`config.mk`:
```
export PLATFORM = sky130hd
export DESIGN_NAME = id_ex_pipe
export DESIGN_NICKNAME = d
export VERILOG_FILES = /design/src/rtl/mips_pkg.sv /design/src/rtl/id_ex_pipe_operand_bypass.sv /design/src/rtl/id_ex_pipe.sv
export SDC_FILE = /design/constraint.sdc
export NUM_CORES = 1
export LEC_CHECK = 0
export CAP_MARGIN = 25
export CORE_ASPECT_RATIO = 1.25
export CORE_UTILIZATION = 40
export CTS_BUF_LIST = sky130_fd_sc_hd__clkbuf_8
export CTS_CLUSTER_DIAMETER = 150
export DETAILED_ROUTE_END_ITERATION = 8
export PLACE_DENSITY = 0.75
export SYNTH_ARGS = -nofsm -noshare
export SYNTH_HDL_FRONTEND = slang
export SYNTH_SLANG_ARGS = --single-unit
```
`constraint.sdc`:
```
create_clock -name CLK -period 5.9 [get_ports CLK]
set_input_delay 1.18 -clock CLK [delete_from_list [all_inputs] [get_ports CLK]]
set_output_delay 1.18 -clock CLK [all_outputs]
set_load 0.1 [all_outputs]
```
`src/rtl/mips_pkg.sv`:
```
// mips_pkg: shared widths, ALU encodings and control constants for the MIPS pipeline.
package mips_pkg;
    localparam int DEF_AWL = 5;
    localparam int DEF_DWL = 32;
    localparam int DEF_CWL = 4;
    localparam int ZERO_REG = 0;
    typedef enum logic [3:0] {
        ALU_AND = 4'd0,
        ALU_OR  = 4'd1,
        ALU_ADD = 4'd2,
        ALU_SUB = 4'd6,
        ALU_SLT = 4'd7,
        ALU_NOR = 4'd12
    } alusel_e;
    typedef struct packed {
        logic valid;
        logic rfwe;
        logic memwe;
        logic mem2rf;
        logic alusrc;
        logic regdst;
    } ctrl_t;
    localparam ctrl_t BUBBLE = '0;
    // WB write lands on src; register 0 is never a bypass target.
    function automatic logic wb_hit(input logic we, input logic [31:0] wa, input logic [31:0] src);
        return we && (wa != 32'(ZERO_REG)) && (wa == src);
    endfunction
endpackage

```
`src/rtl/id_ex_pipe_operand_bypass.sv`:
```
// operand_bypass: WB-to-ID forwarding of one register-file operand, register 0 reads as zero.
module operand_bypass import mips_pkg::*; #(
    parameter int AWL = DEF_AWL,
    parameter int DWL = DEF_DWL
) (
    input  logic [AWL-1:0] src,
    input  logic [DWL-1:0] rf_data,
    input  logic           we,
    input  logic [AWL-1:0] wa,
    input  logic [DWL-1:0] wd,
    output logic [DWL-1:0] op
);
    assign op = (src == AWL'(ZERO_REG)) ? '0 : wb_hit(we, 32'(wa), 32'(src)) ? wd : rf_data;
endmodule

```
`src/rtl/id_ex_pipe.sv`:
```
// id_ex_pipe: ID/EX pipeline register with WB bypass, stall hold with operand refresh, flush bubbles.
module id_ex_pipe import mips_pkg::*; #(
    parameter int AWL = DEF_AWL,
    parameter int DWL = DEF_DWL,
    parameter int CWL = DEF_CWL
) (
    input  logic           CLK,
    input  logic           RST,
    input  logic           STALL,
    input  logic           FLUSH,
    input  logic           VALID_D,
    input  logic           RFWE_D,
    input  logic           MEMWE_D,
    input  logic           MEM2RF_D,
    input  logic           ALUSRC_D,
    input  logic           REGDST_D,
    input  logic [CWL-1:0] ALUSEL_D,
    input  logic [AWL-1:0] RS_D,
    input  logic [AWL-1:0] RT_D,
    input  logic [AWL-1:0] RD_D,
    input  logic [DWL-1:0] RFRD1_D,
    input  logic [DWL-1:0] RFRD2_D,
    input  logic [DWL-1:0] SIMM_D,
    input  logic           RFWE_W,
    input  logic [AWL-1:0] RFWA_W,
    input  logic [DWL-1:0] RFWD_W,
    output logic           VALID_E,
    output logic           RFWE_E,
    output logic           MEMWE_E,
    output logic           MEM2RF_E,
    output logic           ALUSRC_E,
    output logic           REGDST_E,
    output logic [CWL-1:0] ALUSEL_E,
    output logic [AWL-1:0] RS_E,
    output logic [AWL-1:0] RT_E,
    output logic [AWL-1:0] RD_E,
    output logic [DWL-1:0] OPA_E,
    output logic [DWL-1:0] OPB_E,
    output logic [DWL-1:0] SIMM_E,
    output logic [15:0]    BUBBLE_CNT
);
    ctrl_t          ctrl_d, ctrl_e;
    logic [CWL-1:0] alusel_e;
    logic [AWL-1:0] rs_e, rt_e, rd_e;
    logic [DWL-1:0] opa_d, opb_d, opa_e, opb_e, simm_e;
    logic [15:0]    bubble_cnt;

    assign ctrl_d = {VALID_D, RFWE_D, MEMWE_D, MEM2RF_D, ALUSRC_D, REGDST_D};

    operand_bypass #(.AWL(AWL), .DWL(DWL)) u_byp_a (
        .src(RS_D), .rf_data(RFRD1_D), .we(RFWE_W), .wa(RFWA_W), .wd(RFWD_W), .op(opa_d)
    );
    operand_bypass #(.AWL(AWL), .DWL(DWL)) u_byp_b (
        .src(RT_D), .rf_data(RFRD2_D), .we(RFWE_W), .wa(RFWA_W), .wd(RFWD_W), .op(opb_d)
    );

    always_ff @(posedge CLK or posedge RST) begin
        if (RST) begin
            ctrl_e   <= BUBBLE;
            alusel_e <= '0;
            rs_e     <= '0;
            rt_e     <= '0;
            rd_e     <= '0;
            opa_e    <= '0;
            opb_e    <= '0;
            simm_e   <= '0;
        end else if (FLUSH || (!STALL && !VALID_D)) begin
            ctrl_e   <= BUBBLE;
            alusel_e <= '0;
            rs_e     <= '0;
            rt_e     <= '0;
            rd_e     <= '0;
            opa_e    <= '0;
            opb_e    <= '0;
            simm_e   <= '0;
        end else if (STALL) begin
            // a held instruction must still see writebacks that retire while it waits
            if (ctrl_e.valid && wb_hit(RFWE_W, 32'(RFWA_W), 32'(rs_e))) opa_e <= RFWD_W;
            if (ctrl_e.valid && wb_hit(RFWE_W, 32'(RFWA_W), 32'(rt_e))) opb_e <= RFWD_W;
        end else begin
            ctrl_e   <= ctrl_d;
            alusel_e <= ALUSEL_D;
            rs_e     <= RS_D;
            rt_e     <= RT_D;
            rd_e     <= RD_D;
            opa_e    <= opa_d;
            opb_e    <= opb_d;
            simm_e   <= SIMM_D;
        end
    end

    always_ff @(posedge CLK or posedge RST) begin
        if (RST) bubble_cnt <= '0;
        else if (FLUSH && bubble_cnt != 16'hFFFF) bubble_cnt <= bubble_cnt + 16'd1;
    end

    assign {VALID_E, RFWE_E, MEMWE_E, MEM2RF_E, ALUSRC_E, REGDST_E} = ctrl_e;
    assign ALUSEL_E   = alusel_e;
    assign RS_E       = rs_e;
    assign RT_E       = rt_e;
    assign RD_E       = rd_e;
    assign OPA_E      = opa_e;
    assign OPB_E      = opb_e;
    assign SIMM_E     = simm_e;
    assign BUBBLE_CNT = bubble_cnt;
endmodule

```
-- Word-level counts from Yosys, hierarchy flattened
Cells that the tools add are included.
- bits in registers: 137
- bits in latches: 0
- bits in writable memories: 0
- bits in read-only memories: 0
- input bits: 163
- memories: 0
- $add $sub $neg: 1
- multipliers: 0
- div/mod/pow operators: 0
- order comparisons: 0
- equality and inequality tests: 8
- shifts and indexed selects: 0
- multiplexer cells: 22
- bitwise logic cells: 0
- reductions and logical operators: 15
- operators with widths (kind ; count):
    2-to-1 mux 32 bit ; 12
    2-to-1 mux 5 bit ; 6
    equality test 5 bit ; 4
    adder 16 x 1 -> 16 bit, second input constant ; 1
    inequality test 16 bit, second input constant ; 1
    2-to-1 mux 6 bit ; 2
    logical NOT 5 bit ; 2
    logical AND 1 bit ; 9
    2-to-1 mux 4 bit ; 2
    inequality test 3 x 1 -> 1 bit, second input constant ; 2
    nonzero test 5 bit ; 1
    logical NOT 1 bit ; 2
    inequality test 2 x 1 -> 1 bit, second input constant ; 1
    logical OR 1 bit ; 1

-- Depth between registers and ports, before layout
- depth after elaboration: 7
- mapped depth: 9

-- Hierarchy
A second synthesis with hierarchy kept.
- cells, all modules: 768
- area total of the unflattened synthesis: 7980.2 sq um
- by module, submodules not included (module ; instances ; cells an instance ; area each (sq um)):
    id_ex_pipe ; 1 ; 540 ; 6531.3
    operand_bypass ; 2 ; 114 ; 724.4

-- Worst setup path after synthesis
OpenSTA, ideal clock, no wires.
- kind: input-to-reg
- start: in RFWA_W[3]
- end: reg opb_e[22] (netlist: OPB_E[22])
- library setup time: 124 ps
- arrival: 2667 ps
- path slack: 3109 ps
- stages on the path: 7
- buffers on the path: 2
- cells stage by stage: buf_2 or4_4 o21ai_2 buf_6 o41ai_4 mux2_1 o31a_1
- longest elaborated chain between the ends: 7
- elaborated cells on any way between the ends: 12
- classes of those cells: eq/ne: 3; mux: 4; reduce/logical: 5
- ends and longest elaborated chain (element ; line ; source):
    from (decl) ; id_ex_pipe.sv:25 ; input logic [AWL-1:0] RFWA_W,
    nonzero test 5 bit ; mips_pkg.sv:26 ; return we && (wa != 32'(ZERO_REG)) && (wa == src);
    logical AND 1 bit (2 in a row) ; mips_pkg.sv:26 ;
    2-to-1 mux 32 bit (2 in a row) ; id_ex_pipe_operand_bypass.sv:13 ; assign op = (src == AWL'(ZERO_REG)) ? '0 : wb_hit(we, 32'(wa), 32'(src)) ? wd : rf_data;
    2-to-1 mux 32 bit ; id_ex_pipe.sv:76 ; end else if (STALL) begin
    2-to-1 mux 32 bit ; id_ex_pipe.sv:67 ; end else if (FLUSH || (!STALL && !VALID_D)) begin
    to (signal assigned) ; id_ex_pipe.sv:87 ; opb_e <= opb_d;
    to (decl) ; id_ex_pipe.sv:45 ; logic [DWL-1:0] opa_d, opb_d, opa_e, opb_e, simm_e;
Several ways; a longest one is shown, not always the timed one.
A chain may end at the register's enable or synchronous reset.

-- Worst setup path after layout
- start: in RFWA_W[0]
- end: reg opa_e[15] (netlist: OPA_E[15])
- longest elaborated chain between the ends: 7
- elaborated cells on any way between the ends: 12
- classes of those cells: eq/ne: 3; mux: 4; reduce/logical: 5
- ends and longest elaborated chain (element ; line ; source):
    nonzero test 5 bit ; mips_pkg.sv:26 ;
    logical AND 1 bit (2 in a row) ; mips_pkg.sv:26 ;
    2-to-1 mux 32 bit (2 in a row) ; id_ex_pipe_operand_bypass.sv:13 ;
    2-to-1 mux 32 bit ; id_ex_pipe.sv:76 ;
    2-to-1 mux 32 bit ; id_ex_pipe.sv:67 ;
    to (signal assigned) ; id_ex_pipe.sv:86 ; opa_e <= opa_d;
    to (decl) ; id_ex_pipe.sv:45 ;
Several ways; a longest one is shown, not always the timed one.

==> impl_results.md <==
- Residual DRC: 0
- Placed cell count: 1184
- Vias in the first global route: 6755
- FF/Latch Area: 0.003428 mm²
- # IOs: 300
- Synthesized instance count: 721
- H-tree Lvls: 4
- Fin worst setup slack: between 2000 and 2500 ps
- Initial Util: between 40% and 50%
- CTS Buf Count: 17
- Initial antenna violation count: 3
- Worst setup EP type: register
- Max_slew headroom: ~30%
- Tmin final: 3684 ps
- Syn Nets: 885
- Top layer in use: met5
- Final ANT Viol Nets: 0
- Synthesis-stage register bit count: 137
- RSZ-0062 raised after global routing: no
- Largest net degree at the start of global routing: a little over 100
- Final GP Congestion: just over 0.8
- Final hold vios: 0
- Port bufs: ~300
- Total GRT Usage: 26.68%
- Post-route non-filler standard cell count: 1219
- Detailed-route wire length per cell: about 20 µm
- Worst setup SP type: input port
- CTS tree: built
- Gr ovfl total: 0
- Slew Limit Fails: 0
- Clk sinks: around 140
- Total die area: around 0.019 mm²
- Worst slew pin tran: around 1100 ps
- Final setup violation count: 0
- Setup TNS Final: 0 ps
- Max Root-Sink Buffers: 2
- Placeable Area: about 0.018 mm²
- Routed wl met2: between 10000 and 15000 µm
- Setup Fix Bufs, Post-CTS: 0
- CP max FO: 64
- # fillers: 1497
- Synthesized area: between 0.007 and 0.008 mm²
- Wire length on met3: around 2100 µm
- Via count: 6918
- Distinct cell type count after synthesis: 38
- F_max: about 270 MHz
- Via density per instance: between 5 and 6
- Final wirelength: about 25000 µm
- Detailed Place HPWL: around 16000 µm
- PD cells: 277.9 mW/mm²
- WL met1: 9658 µm
- Area Overhead vs Synth: 47.77%
- Peak VDD IR: roughly 0.34 mV
- FP Rows: between 50 and 60
- Worst skew pair latency: approximately 460 ps
- Leakage power: approximately 4.8 nW
- Crit Path Class: in -> reg
- Worst EP arrival: ~4000 ps
- Nets: between 1000 and 1500
- Post-CTS sizing: 0
- Main flop type after synthesis: dfrtp_1
- Die width: 122.6 µm
- Post-Place Setup Slack: 1743 ps
- Fin crit share: a little over three fifths
- Clk_skew: between 15 and 20 ps
- DR iter-0 viols: between 700 and 800
- Root buf cell: clkbuf_8
- Share of layout cells above drive strength 1: ~6%
- Status: finished clean
- Die height: between 150 and 200 µm
- Post-cts hold buffer count: 0
- DR pass1 iterations: 6
- Global-route wire length before repair: 38070 µm
- Ys Warns: 0
- Syn_area_per_cell: just over 10 µm²
- Post-synth EDFFs: 0
- Max-cap violations: 0
- Min-delay worst type: reg -> reg
- Seq/Total Area, Yosys: between 40% and 50%
- Critical Path RT: 6230 ps
- Asr flop ratio synth: 100.0%
- Worst-path clk slew: around 80 ps
- Multi-input gate area: around 0.0033 mm²
-- registers in the layout, indices dropped and copies added, names as in the netlist --
name / flops
ALUSRC_E: 1
RS_E: 5
OPA_E: 32
VALID_E: 1
SIMM_E: 32
REGDST_E: 1
RD_E: 5
MEM2RF_E: 1
ALUSEL_E: 4
RT_E: 5
BUBBLE_CNT: 16
OPB_E: 32
RFWE_E: 1
MEMWE_E: 1
-- metal layers --
layer,up-vias,GRT usage [%]
met1,3325,33.90
met5,-,0
met2,348,41.71
li1,3191,-
met4,2,12.54
met3,52,7.223
-- layout by cell type, fill, tap and decap left out, types with 2 or more instances in the layout --
master	instances
and3_1	6
nand2_1	47
nand3_1	11
o41ai_4	2
clkinv_4	2
diode_2	2
nor3_1	2
mux2i_1	61
or3_1	2
nor4_1	61
clkinvlp_4	3
o31a_1	3
a21oi_1	35
nand4_1	3
clkbuf_8	20
a311oi_1	61
mux2_1	3
nor2_1	71
clkdlybuf4s50_1	297
mux2_2	2
buf_4	17
xnor2_1	29
inv_6	2
xor2_1	4
dfrtp_1	137
and2_1	2
bufinv_16	3
inv_1	36
a22o_1	56
-- per-stage QoR --
| stage | util (%) | hold slack (ps) | power, mW | instance area, µm² |
|---|---|---|---|---|
| floorplan | - | 1007 | 1.825 | 7268 |
| global placement | 58.31 | 485.3 | 2.155 | 10280 |
| detailed placement | 58.31 | 485.8 | 2.159 | 10280 |
| CTS | 60.72 | 501.5 | 2.999 | 10710 |
| global route | 60.91 | 524.5 | 3.097 | 10740 |
| finish | 60.91 | 498.7 | 2.985 | 10740 |
-- cell type report --
type / count / share of cell area (%)
Tap cell: 224 / 2.610
Sequential cell: 137 / 31.92
Inverter: 34 / 1.235
Clock buffer: 20 / 2.563
Timing Repair Buffer: 316 / 29.17
Multi-Input combinational cell: 474 / 31.06
Clock inverter: 12 / 1.398
Antenna cell: 2 / 0.04660
-- path summary, 6_finish.rpt --
path | end | slack [ps] | start | cells past startpoint
worst min register to register | BUBBLE_CNT[10] | 500 | BUBBLE_CNT[10] | 1
worst max register to register | OPA_E[15] | 3670 | RS_E[2] | 6
worst min-delay path | BUBBLE_CNT[10] | 500 | BUBBLE_CNT[10] | 1
worst max-delay path | OPA_E[15] | 2220 | RFWA_W[0] | 8
min in group asynchronous | BUBBLE_CNT[6] | 1090 | RST | 2
max in group asynchronous | ALUSEL_E[3] | 4000 | RST | 3
-- Yosys cell counts (11+ instances only) --
master / instances / area (µm²)
nor4_1: 61 / 381.6
inv_1: 34 / 127.6
a21oi_1: 35 / 175.2
nor2_1: 72 / 270.3
clkbuf_1: 46 / 172.7
dfrtp_1: 137 / 3428
nand2_1: 47 / 176.4
nand3_1: 11 / 55.05
xnor2_1: 29 / 254.0
a22o_1: 56 / 490.5
mux2i_1: 61 / 610.6
a311oi_1: 61 / 534.3
-- critical path, cell delays in order --
cell and delay, ps:
clkdlybuf4s50_1 540, or4_4 600, o21ai_4 130, buf_4 540, o41ai_4 150, buf_4 340
mux2_1 390, o31a_1 110
-- report_power, final --
| group | internal [mW] | switching [mW] | leakage (nW) |
|---|---|---|---|
| clock network | 0.450 | 0.389 | 0.215 |
| registers | 1.01 | 0.0604 | 1.84 |
| logic | 0.315 | 0.763 | 2.71 |
-- logic make-up after synthesis --
| family | count (synthesis) | synth area share (%) |
|---|---|---|
| AOI/OAI and AO/OA | 160 | 17.99 |
| xor gates and xnor gates | 33 | 3.976 |
| adders and majority gates | 1 | 0.1721 |
| buffers and inverters | 110 | 7.196 |
| DFF | 137 | 47.17 |
| muxes | 66 | 9.175 |
| and+or+nand+nor | 214 | 14.32 |
(Power assumes the default switching activity.)
